## config.mk

```make
export PLATFORM = sky130hd
export DESIGN_NAME = hdlc_tx_framer
export DESIGN_NICKNAME = d
export VERILOG_FILES = /design/src/rtl/hdlc_tx_framer.sv
export SDC_FILE = /design/constraint.sdc
export NUM_CORES = 1
export LEC_CHECK = 0
export ABC_AREA = 1
export CAP_MARGIN = 5
export CORE_MARGIN = 2
export CORE_UTILIZATION = 40
export CTS_BUF_LIST = sky130_fd_sc_hd__clkbuf_8
export CTS_CLUSTER_DIAMETER = 200
export DETAILED_ROUTE_END_ITERATION = 7
export HOLD_SLACK_MARGIN = 0.05
export PLACE_DENSITY_LB_ADDON = 0.3
export REMOVE_ABC_BUFFERS = 1
export SLEW_MARGIN = 20
export SYNTH_ARGS = -nofsm -noshare
export SYNTH_HDL_FRONTEND = slang
export SYNTH_SLANG_ARGS = --single-unit
```

## constraint.sdc

```tcl
create_clock -name Clk -period 2.15 [get_ports Clk]
set_input_delay 0.215 -clock Clk [delete_from_list [all_inputs] [get_ports Clk]]
set_output_delay 0.215 -clock Clk [all_outputs]
set_load 0.005 [all_outputs]
```

## src/rtl/hdlc_tx_framer.sv

```systemverilog
// Bit-serial HDLC transmit framer: opening flag, zero-stuffed payload, closing flag,
// plus abort generation on request or data underrun. One line bit per clock, LSB first.
//
// state      | meaning
// -----------+----------------------------------------------------------
// S_IDLE     | line idles at 1, waiting for Tx_DataValid to open a frame
// S_START    | opening flag 0111_1110 on Tx, first byte loaded on bit 7
// S_DATA     | payload bits with zero insertion after five 1s
// S_END      | closing flag on Tx, Tx_Done on its last bit
// S_ABORT    | abort pattern 0 then seven 1s, Tx_ValidFrame low
module hdlc_tx_framer (
   input  logic       Clk,
   input  logic       Rst,
   input  logic [7:0] Tx_Data,
   input  logic       Tx_DataValid,
   input  logic       Tx_DataLast,
   output logic       Tx_DataReady,
   input  logic       Tx_AbortFrame,
   output logic       Tx,
   output logic       Tx_ValidFrame,
   output logic       Tx_AbortedTrans,
   output logic       Tx_Underrun,
   output logic       Tx_Done
);

   typedef enum logic [2:0] {
      S_IDLE,
      S_START,
      S_DATA,
      S_END,
      S_ABORT
   } state_t;

   localparam logic [7:0] FLAG = 8'h7E;

   state_t     state_q, state_d;
   logic [2:0] cnt_q, cnt_d;
   logic [7:0] shreg_q, shreg_d;
   logic       last_q, last_d;
   logic [2:0] ones_q, ones_d;
   logic       stuff_q, stuff_d;
   logic       tx_q, tx_d;
   logic       rdy_q, rdy_d;
   logic       vf_q, vf_d;
   logic       ab_q, ab_d;
   logic       ur_q, ur_d;
   logic       done_q, done_d;

   logic [2:0] cnt_inc;
   logic [2:0] ones_nxt;
   logic [2:0] ones_base;
   logic       nxt_bit;
   logic       do_load;
   logic       do_abort;
   logic       do_underrun;

   always_comb begin
      state_d     = state_q;
      cnt_d       = cnt_q;
      shreg_d     = shreg_q;
      last_d      = last_q;
      ones_d      = ones_q;
      stuff_d     = stuff_q;
      tx_d        = 1'b1;
      rdy_d       = 1'b0;
      vf_d        = 1'b0;
      ab_d        = 1'b0;
      ur_d        = 1'b0;
      done_d      = 1'b0;
      cnt_inc     = cnt_q + 3'd1;
      ones_nxt    = 3'd0;
      nxt_bit     = 1'b0;
      do_load     = 1'b0;
      do_abort    = 1'b0;
      do_underrun = 1'b0;
      ones_base   = (state_q == S_DATA) ? ones_q : 3'd0;

      case (state_q)
         S_IDLE: begin
            if (Tx_DataValid) begin
               state_d = S_START;
               cnt_d   = 3'd0;
               tx_d    = FLAG[0];
               vf_d    = 1'b1;
            end
         end
         S_START: begin
            if (Tx_AbortFrame) begin
               do_abort = 1'b1;
            end else if (cnt_q != 3'd7) begin
               cnt_d = cnt_inc;
               tx_d  = FLAG[cnt_inc];
               vf_d  = 1'b1;
               rdy_d = (cnt_q == 3'd6);
            end else if (Tx_DataValid) begin
               do_load = 1'b1;
            end else begin
               do_underrun = 1'b1;
            end
         end
         S_DATA: begin
            if (Tx_AbortFrame) begin
               do_abort = 1'b1;
            end else if (!stuff_q && ones_q == 3'd5) begin
               tx_d    = 1'b0;
               stuff_d = 1'b1;
               ones_d  = 3'd0;
               vf_d    = 1'b1;
               rdy_d   = (cnt_q == 3'd7) && !last_q;
            end else if (cnt_q != 3'd7) begin
               nxt_bit  = shreg_q[cnt_inc];
               ones_nxt = nxt_bit ? ones_q + 3'd1 : 3'd0;
               cnt_d    = cnt_inc;
               tx_d     = nxt_bit;
               ones_d   = ones_nxt;
               stuff_d  = 1'b0;
               vf_d     = 1'b1;
               // Bit 7 is the final slot only if it does not trigger a stuffed 0.
               rdy_d    = (cnt_q == 3'd6) && (ones_nxt != 3'd5) && !last_q;
            end else if (last_q) begin
               state_d = S_END;
               cnt_d   = 3'd0;
               stuff_d = 1'b0;
               tx_d    = FLAG[0];
               vf_d    = 1'b1;
            end else if (Tx_DataValid) begin
               do_load = 1'b1;
            end else begin
               do_underrun = 1'b1;
            end
         end
         S_END: begin
            if (cnt_q != 3'd7) begin
               cnt_d  = cnt_inc;
               tx_d   = FLAG[cnt_inc];
               vf_d   = 1'b1;
               done_d = (cnt_q == 3'd6);
            end else begin
               state_d = S_IDLE;
            end
         end
         S_ABORT: begin
            if (cnt_q != 3'd7) begin
               cnt_d = cnt_inc;
            end else begin
               state_d = S_IDLE;
            end
         end
         default: state_d = S_IDLE;
      endcase

      if (do_load) begin
         state_d = S_DATA;
         shreg_d = Tx_Data;
         last_d  = Tx_DataLast;
         cnt_d   = 3'd0;
         stuff_d = 1'b0;
         tx_d    = Tx_Data[0];
         ones_d  = Tx_Data[0] ? ones_base + 3'd1 : 3'd0;
         vf_d    = 1'b1;
      end

      if (do_abort || do_underrun) begin
         state_d = S_ABORT;
         cnt_d   = 3'd0;
         stuff_d = 1'b0;
         ones_d  = 3'd0;
         tx_d    = 1'b0;
         ab_d    = 1'b1;
         ur_d    = do_underrun;
         vf_d    = 1'b0;
         rdy_d   = 1'b0;
      end
   end

   always_ff @(posedge Clk) begin
      if (!Rst) begin
         state_q <= S_IDLE;
         cnt_q   <= 3'd0;
         shreg_q <= 8'd0;
         last_q  <= 1'b0;
         ones_q  <= 3'd0;
         stuff_q <= 1'b0;
         tx_q    <= 1'b1;
         rdy_q   <= 1'b0;
         vf_q    <= 1'b0;
         ab_q    <= 1'b0;
         ur_q    <= 1'b0;
         done_q  <= 1'b0;
      end else begin
         state_q <= state_d;
         cnt_q   <= cnt_d;
         shreg_q <= shreg_d;
         last_q  <= last_d;
         ones_q  <= ones_d;
         stuff_q <= stuff_d;
         tx_q    <= tx_d;
         rdy_q   <= rdy_d;
         vf_q    <= vf_d;
         ab_q    <= ab_d;
         ur_q    <= ur_d;
         done_q  <= done_d;
      end
   end

   assign Tx              = tx_q;
   assign Tx_DataReady    = rdy_q;
   assign Tx_ValidFrame   = vf_q;
   assign Tx_AbortedTrans = ab_q;
   assign Tx_Underrun     = ur_q;
   assign Tx_Done         = done_q;

endmodule

```

==> reports/qor.yml, run 1 <==
grt_pass1_vias: 1214
seq_power_share: 0.349
switching_power_uw: 718
grt.total_usage: 0.164
rows: 22
drt_pass1_iterations: 4
share_comb_of_total_power: 0.481
vdd_drop_max_mv: 0.408
die_w_um: 64.9
clk_latency_ns: 0.27
synth_area_sq_um: 1480
period_needed_ns: 1.94
slowest_delay_ns: 0.37
finalCritPeriodShare: 0.902
yosysUniqueCellTypes: 25
portBuffers: 18
synth_xor_area_frac: 0.0118
cp-end-kind: "flop"
clkTransAtPathRegs_ns: 0.09
yosysSeqAreaShare: 0.338
intPower_uw: 934
vias: 1459
globalplace.congestion: 0.939
die_y_um: 64.9
clockRootBuffer: "clkbuf_8"
antenna_found_initial: 0
dieArea_sq_um: 4210
final_antenna_net_count: 0
postCtsSetupRepairBufs: 0
drv_slew: 0
grt_start_max_net_pins: 20
hpwl_um: 2580
synthAdderAreaFrac: 0.0506
yosysWarnings: 0
grt_pass1_wl_um: 5380
synth_top_family_by_area: "simple AND/OR/NAND/NOR gates"
final-setup-viol-count: 0
holdWs_ns: 0.454
power-per-cell-area_nw_per_um2: 923
htreeDepth: 1
grt.overflow.total: 0
grt_setup_unrepaired: "false"
core_sq_um: 3610
nets: 271
cts_made_buffers: 3
start_util: 0.411
ys_seq_elements: 25
synth_mux_area_frac: 0
drtIter0Drc: 74
drive_gt1_frac: 0.0837
slew_headroom: 0.722
io_pins: 19
cp_cell_sequence: "ha_1 > ha_1 > inv_1 > nor3_1 > a21boi_4 > buf_4 > o21ai_2 > inv_1 > o21ai_0 > nor2_1"
area_delta_synth_final_pct: 20.7
postSynthAreaPerCell_sq_um: 6.53
drt-wirelength-per-cell_um: 11.0
synth_compound_area_frac: 0.178
post_drt_via_cell_ratio: 4.88
skew_ns: 0.00193
holdBufCountCts: 0
status: "finished, final reports clean"
final_hold_viol_count: 0
worstMarginPinSlew_ns: 0.412
p_sw_frac: 0.435
wirelength_um: 3290
ctsResizeCount: 0
max_freq_mhz: 516
n_antenna_cell: 0
synthSimpleGateAreaFrac: 0.310
remaining_drc_errors: 0
total_power_mw: 1.65
power_frac_clock: 0.170
crit_arrival_ns: 2.11
cp_max_fo: 7
tritoncts: "yes"
tns_ns: 0
cp_data_required_time_ns: 2.32
cp-start-kind: "flop"
cpMaxStageDelayCell: "dfxtp_1"
cts_sinks: 25
clockBufferDepth: 2
synth_cells: 227
path_class: "flop to flop"
p_leak_nw: 0.833
max_cap_violations: 0
hold_class: "flop to flop"
==> state kept, by name (all words and copies together), names as in the netlist <==
name	flops
Tx_Underrun	1
Tx_ValidFrame	1
ones_q	3
last_q	1
state_q	3
stuff_q	1
Tx	1
Tx_DataReady	1
shreg_q	8
cnt_q	3
Tx_Done	1
Tx_AbortedTrans	1
==> routing by layer <==
metal  wire length [um]  track usage  part of all wire  up-vias
met4                 46       0.0638             0.014        0
li1                   -            -                 -      778
met3                145       0.0295             0.044        4
met5                  0            0                 0        -
met2               1510        0.267              0.46       37
met1               1580        0.214              0.48      640
==> layout make-up <==
type | count | area, sq um
repair buffers | 24 | 225
clock inverters | 1 | 7.51
clock buffers | 3 | 41.3
fillers | 377 | 1820
inverters | 37 | 139
multi-input cells | 161 | 816
flip-flops and latches | 25 | 500
well taps | 48 | 60.1
==> path summary, 6_finish.rpt <==
| check | startpoint | end | slack [ns] | cells after the start |
|---|---|---|---|---|
| worst max-delay path | cnt_q[0] | ones_q[0] | 0.21 | 10 |
| worst max register to register | cnt_q[0] | ones_q[0] | 0.21 | 10 |
| worst min register to register | shreg_q[3] | shreg_q[3] | 0.45 | 2 |
| worst min-delay path | shreg_q[3] | shreg_q[3] | 0.45 | 2 |
==> through the flow <==
stage	util	std cells	cell area [sq um]	worst slack (ns)
2_1_floorplan	-	223	1460	0.295
3_3_place_gp	0.478	293	1730	0.238
3_5_place_dp	0.478	293	1730	0.216
4_1_cts	0.492	297	1770	0.199
5_1_grt	0.496	299	1790	0.0319
6_report	0.496	299	1790	0.211
==> cells in the mapped netlist <==
master,n,area share
inv_2,1,0.0025
inv_1,36,0.091
clkbuf_1,1,0.0025
nor3_1,4,0.014
buf_6,1,0.0076
ha_1,6,0.051
clkbuf_2,1,0.0034
o21ai_0,16,0.054
nand3_1,16,0.054
xnor2_1,2,0.012
nand3_2,2,0.014
buf_4,1,0.0051
nor2_2,2,0.0084
a21oi_1,21,0.071
dfxtp_1,25,0.34
o21ai_1,4,0.014
a41oi_2,1,0.011
o21ai_2,1,0.0059
nand4_1,3,0.013
a211oi_1,1,0.0051
nor2_1,26,0.066
o211ai_1,1,0.0051
nand2_1,51,0.13
a21boi_4,1,0.013
nand2_2,3,0.013
==> worst max-delay path, delay by kind of cell (launching register included) <==
kind                     cells  cell delay (ns)
AO/OA/AOI/OAI                3             0.52
flip-flops                   1             0.37
AND/OR/NAND/NOR              2             0.12
adder cells (fa/ha/maj)      2             0.43
buffers and inverters        3             0.39
==> cell usage in the layout (no fill, tap or decap) <==
cell / synthesis / layout
a41oi_2: 1 / 1
nor2_1: 26 / 26
nand2_1: 51 / 51
a211oi_1: 1 / 1
buf_4: 1 / 6
nor3_1: 4 / 4
o21ai_1: 4 / 4
dfxtp_1: 25 / 25
clkinvlp_4: 0 / 1
inv_2: 1 / 1
clkdlybuf4s50_1: 0 / 18
a21boi_4: 1 / 1
clkbuf_8: 0 / 3
a21oi_1: 21 / 21
nand3_2: 2 / 2
nor2_2: 2 / 2
o211ai_1: 1 / 1
o21ai_0: 16 / 16
nand4_1: 3 / 3
nand2_2: 3 / 3
inv_1: 36 / 36
ha_1: 6 / 6
nand3_1: 16 / 16
xnor2_1: 2 / 2
o21ai_2: 1 / 1
==> power groups by stage <==
stage	Clock, mW	Combinational [mW]	Sequential [mW]
2_1_floorplan	0	0.568	0.577
3_3_place_gp	0	0.787	0.587
3_5_place_dp	0	0.779	0.586
4_1_cts	0.294	0.782	0.575
5_1_grt	0.318	0.892	0.582
6_report	0.281	0.795	0.576
==> kinds of logic (layout without fill, tap and decap cells) <==
group	Yosys count	in the layout
buffers and inverters	41	65
AND/OR/NAND/NOR	107	107
XOR/XNOR	2	2
flip-flops	25	25
AO/OA/AOI/OAI	46	46
adder cells (fa/ha/maj)	6	6
No activity file was read; power rests on OpenSTA's default activity.
==> run 2, diff against run 1 <==
--- a/config.mk
+++ b/config.mk
@@ -9,7 +9,6 @@
 export CAP_MARGIN = 5
 export CORE_MARGIN = 2
 export CORE_UTILIZATION = 40
-export CTS_BUF_LIST = sky130_fd_sc_hd__clkbuf_8
 export CTS_CLUSTER_DIAMETER = 200
 export DETAILED_ROUTE_END_ITERATION = 7
 export HOLD_SLACK_MARGIN = 0.05
==> results of run 2 <==
Same layout as run 1: the final DEF is identical, and so are final timing and power.
==> RTL change (flow settings as in run 1) <==
Remove the register `tx_q`: a continuous assignment takes its place, so the output `Tx` follows one clock earlier.
--- a/src/rtl/hdlc_tx_framer.sv
+++ b/src/rtl/hdlc_tx_framer.sv
@@ -183,3 +183,2 @@
          stuff_q <= 1'b0;
-         tx_q    <= 1'b1;
          rdy_q   <= 1'b0;
@@ -196,3 +195,2 @@
          stuff_q <= stuff_d;
-         tx_q    <= tx_d;
          rdy_q   <= rdy_d;
@@ -205,2 +203,4 @@
 
+   assign tx_q = tx_d;
+
    assign Tx              = tx_q;
Behaviour: not the same (a bounded check fails within 4 cycles, from zero or initial values and one cycle with Rst low).
==> RTL change against run 1 <==
  * First-iteration DRC count is 5.4% higher
  * Maximum frequency is 8.8% lower
  * Clock power is 12% higher
  * Final area is 13% higher
  * Clock skew is 0.0047 ns higher
  * Highest routed layer unchanged
  * Wire length is 11% higher
  * Total power is 19% higher
  * Sequential cell count is 1 lower
  * Largest power group unchanged
  * Worst setup slack worse by 0.19 ns
  * Area after synthesis is 0.25% lower
==> RTL change: results (changes against run 1) <==
{
  "total_routing_resource_utilization_after_global_routing": {"value": 0.188, "change": "+0.0246"},
  "seqCellArea": {"value": 488, "unit": "um2", "change": "-2.5%"},
  "critical_path.max_fanout": {"value": 3, "change": "-4"},
  "drt_total_wl": {"value": 3.65, "unit": "mm", "change": "+11%"},
  "fill_cells": {"value": 335, "change": "-11%"},
  "critical_path.max_stage_delay": {"value": 0.37, "unit": "ns", "change": "about the same"},
  "ys_top_cells_by_area": "sky130_fd_sc_hd__dfxtp_1 (32%), sky130_fd_sc_hd__nand2_1 (9.4%), sky130_fd_sc_hd__inv_1 (7.1%)",
  "finClkSkew": {"value": 0.00661, "unit": "ns", "change": "+0.00467 ns"},
  "worstPathArrival": {"value": 1.91, "unit": "ns", "change": "-0.20 ns"},
  "outcome": "completed",
  "synth_commonest_cells": "sky130_fd_sc_hd__nand2_1 (37), sky130_fd_sc_hd__inv_1 (28), sky130_fd_sc_hd__dfxtp_1 (24)",
  "layout-drive-gt1-share": {"value": 0.290, "change": "+0.207"},
  "leakage_power": {"value": 0.880, "unit": "nW", "change": "+5.6%"},
  "clk_path_buf_depth": {"value": 2, "change": "unchanged"},
  "via_count_of_the_first_global_routing_pass": {"value": 1423, "change": "+17%"},
  "placed_instance_count": {"value": 297, "change": "+1.4%"},
  "hold_path.startpoint": "shreg_q[2]",
  "cp_slowest_cell": "sky130_fd_sc_hd__dfxtp_4",
  "drtIter0Drc": {"value": 78, "change": "+5.4%"},
  "rd_place_congestion": {"value": 0.927, "change": "-1.3%"},
  "power.sequential.fraction": {"value": 0.285, "change": "-0.064"},
  "combinational_power": {"value": 1.10, "unit": "mW", "change": "+38%"},
  "synth.distinct_cells": {"value": 32, "change": "+28%"},
  "finalNetCount": {"value": 275, "change": "+1.5%"},
  "placedInstanceArea": {"value": 0.00185, "unit": "mm2", "change": "+7.3%"},
  "powerDensity": {"value": 976, "unit": "mW/mm2", "change": "+5.8%"},
  "grt_pass1_wl": {"value": 6.14, "unit": "mm", "change": "+14%"},
  "detailedPlace.worstSlack": {"value": -0.123, "unit": "ns", "change": "-0.339 ns"},
  "timing.critical_path.max_delay_family": "adder cells",
  "synth-seq-area-share": {"value": 0.325, "change": "-0.0127"}
}
==> RTL change: changes by cell type after synthesis, moves of 3 or more <==
cell	delta
sky130_fd_sc_hd__nand2_1	-14
sky130_fd_sc_hd__inv_1	-8
sky130_fd_sc_hd__a21oi_1	-4
sky130_fd_sc_hd__nor3_1	+4
sky130_fd_sc_hd__a21oi_2	+3
sky130_fd_sc_hd__inv_2	+3
sky130_fd_sc_hd__nand2_2	+3
sky130_fd_sc_hd__nand3_1	-3
sky130_fd_sc_hd__nor2_1	-3
sky130_fd_sc_hd__nor2_4	+3
==> RTL change: layout make-up <==
cell class                 instances  share of cell area
multi-input combinational        152               0.463
inverter                          34              0.0644
clock buffer                       4              0.0273
timing repair buffer              41               0.174
tap                               48              0.0297
sequential                        24               0.242
==> RTL change: final timing paths <==
| path | end | slack [ns] | depth (start not counted) |
|---|---|---|---|
| max | Tx | 0.02 | 11 |
| min | shreg_q[2] | 0.46 | 2 |
| max reg2reg | ones_q[0] | 0.29 | 13 |
| min reg2reg | shreg_q[2] | 0.46 | 2 |
==> RTL change: routing by layer <==
metal / track usage / vias to the layer above / routed length [um] / part of all wire
li1: - / 776 / - / -
met1: 0.241 / 637 / 1750 / 0.48
met2: 0.318 / 36 / 1680 / 0.46
met3: 0.0278 / 9 / 152 / 0.042
met4: 0.0718 / 0 / 68 / 0.019
met5: 0 / - / 0 / 0
==> RTL change: cell families (layout without fill, tap and decap cells) <==
logic type,after synthesis,in the layout,synth area share
adder cells (fa/ha/maj),6,6,0.0508
flip-flops,24,24,0.325
XOR/XNOR,2,2,0.0118
AND/OR/NAND/NOR,96,96,0.308
multiplexers,1,1,0.00761
AO/OA/AOI/OAI,47,47,0.192
buffers and inverters,39,79,0.105
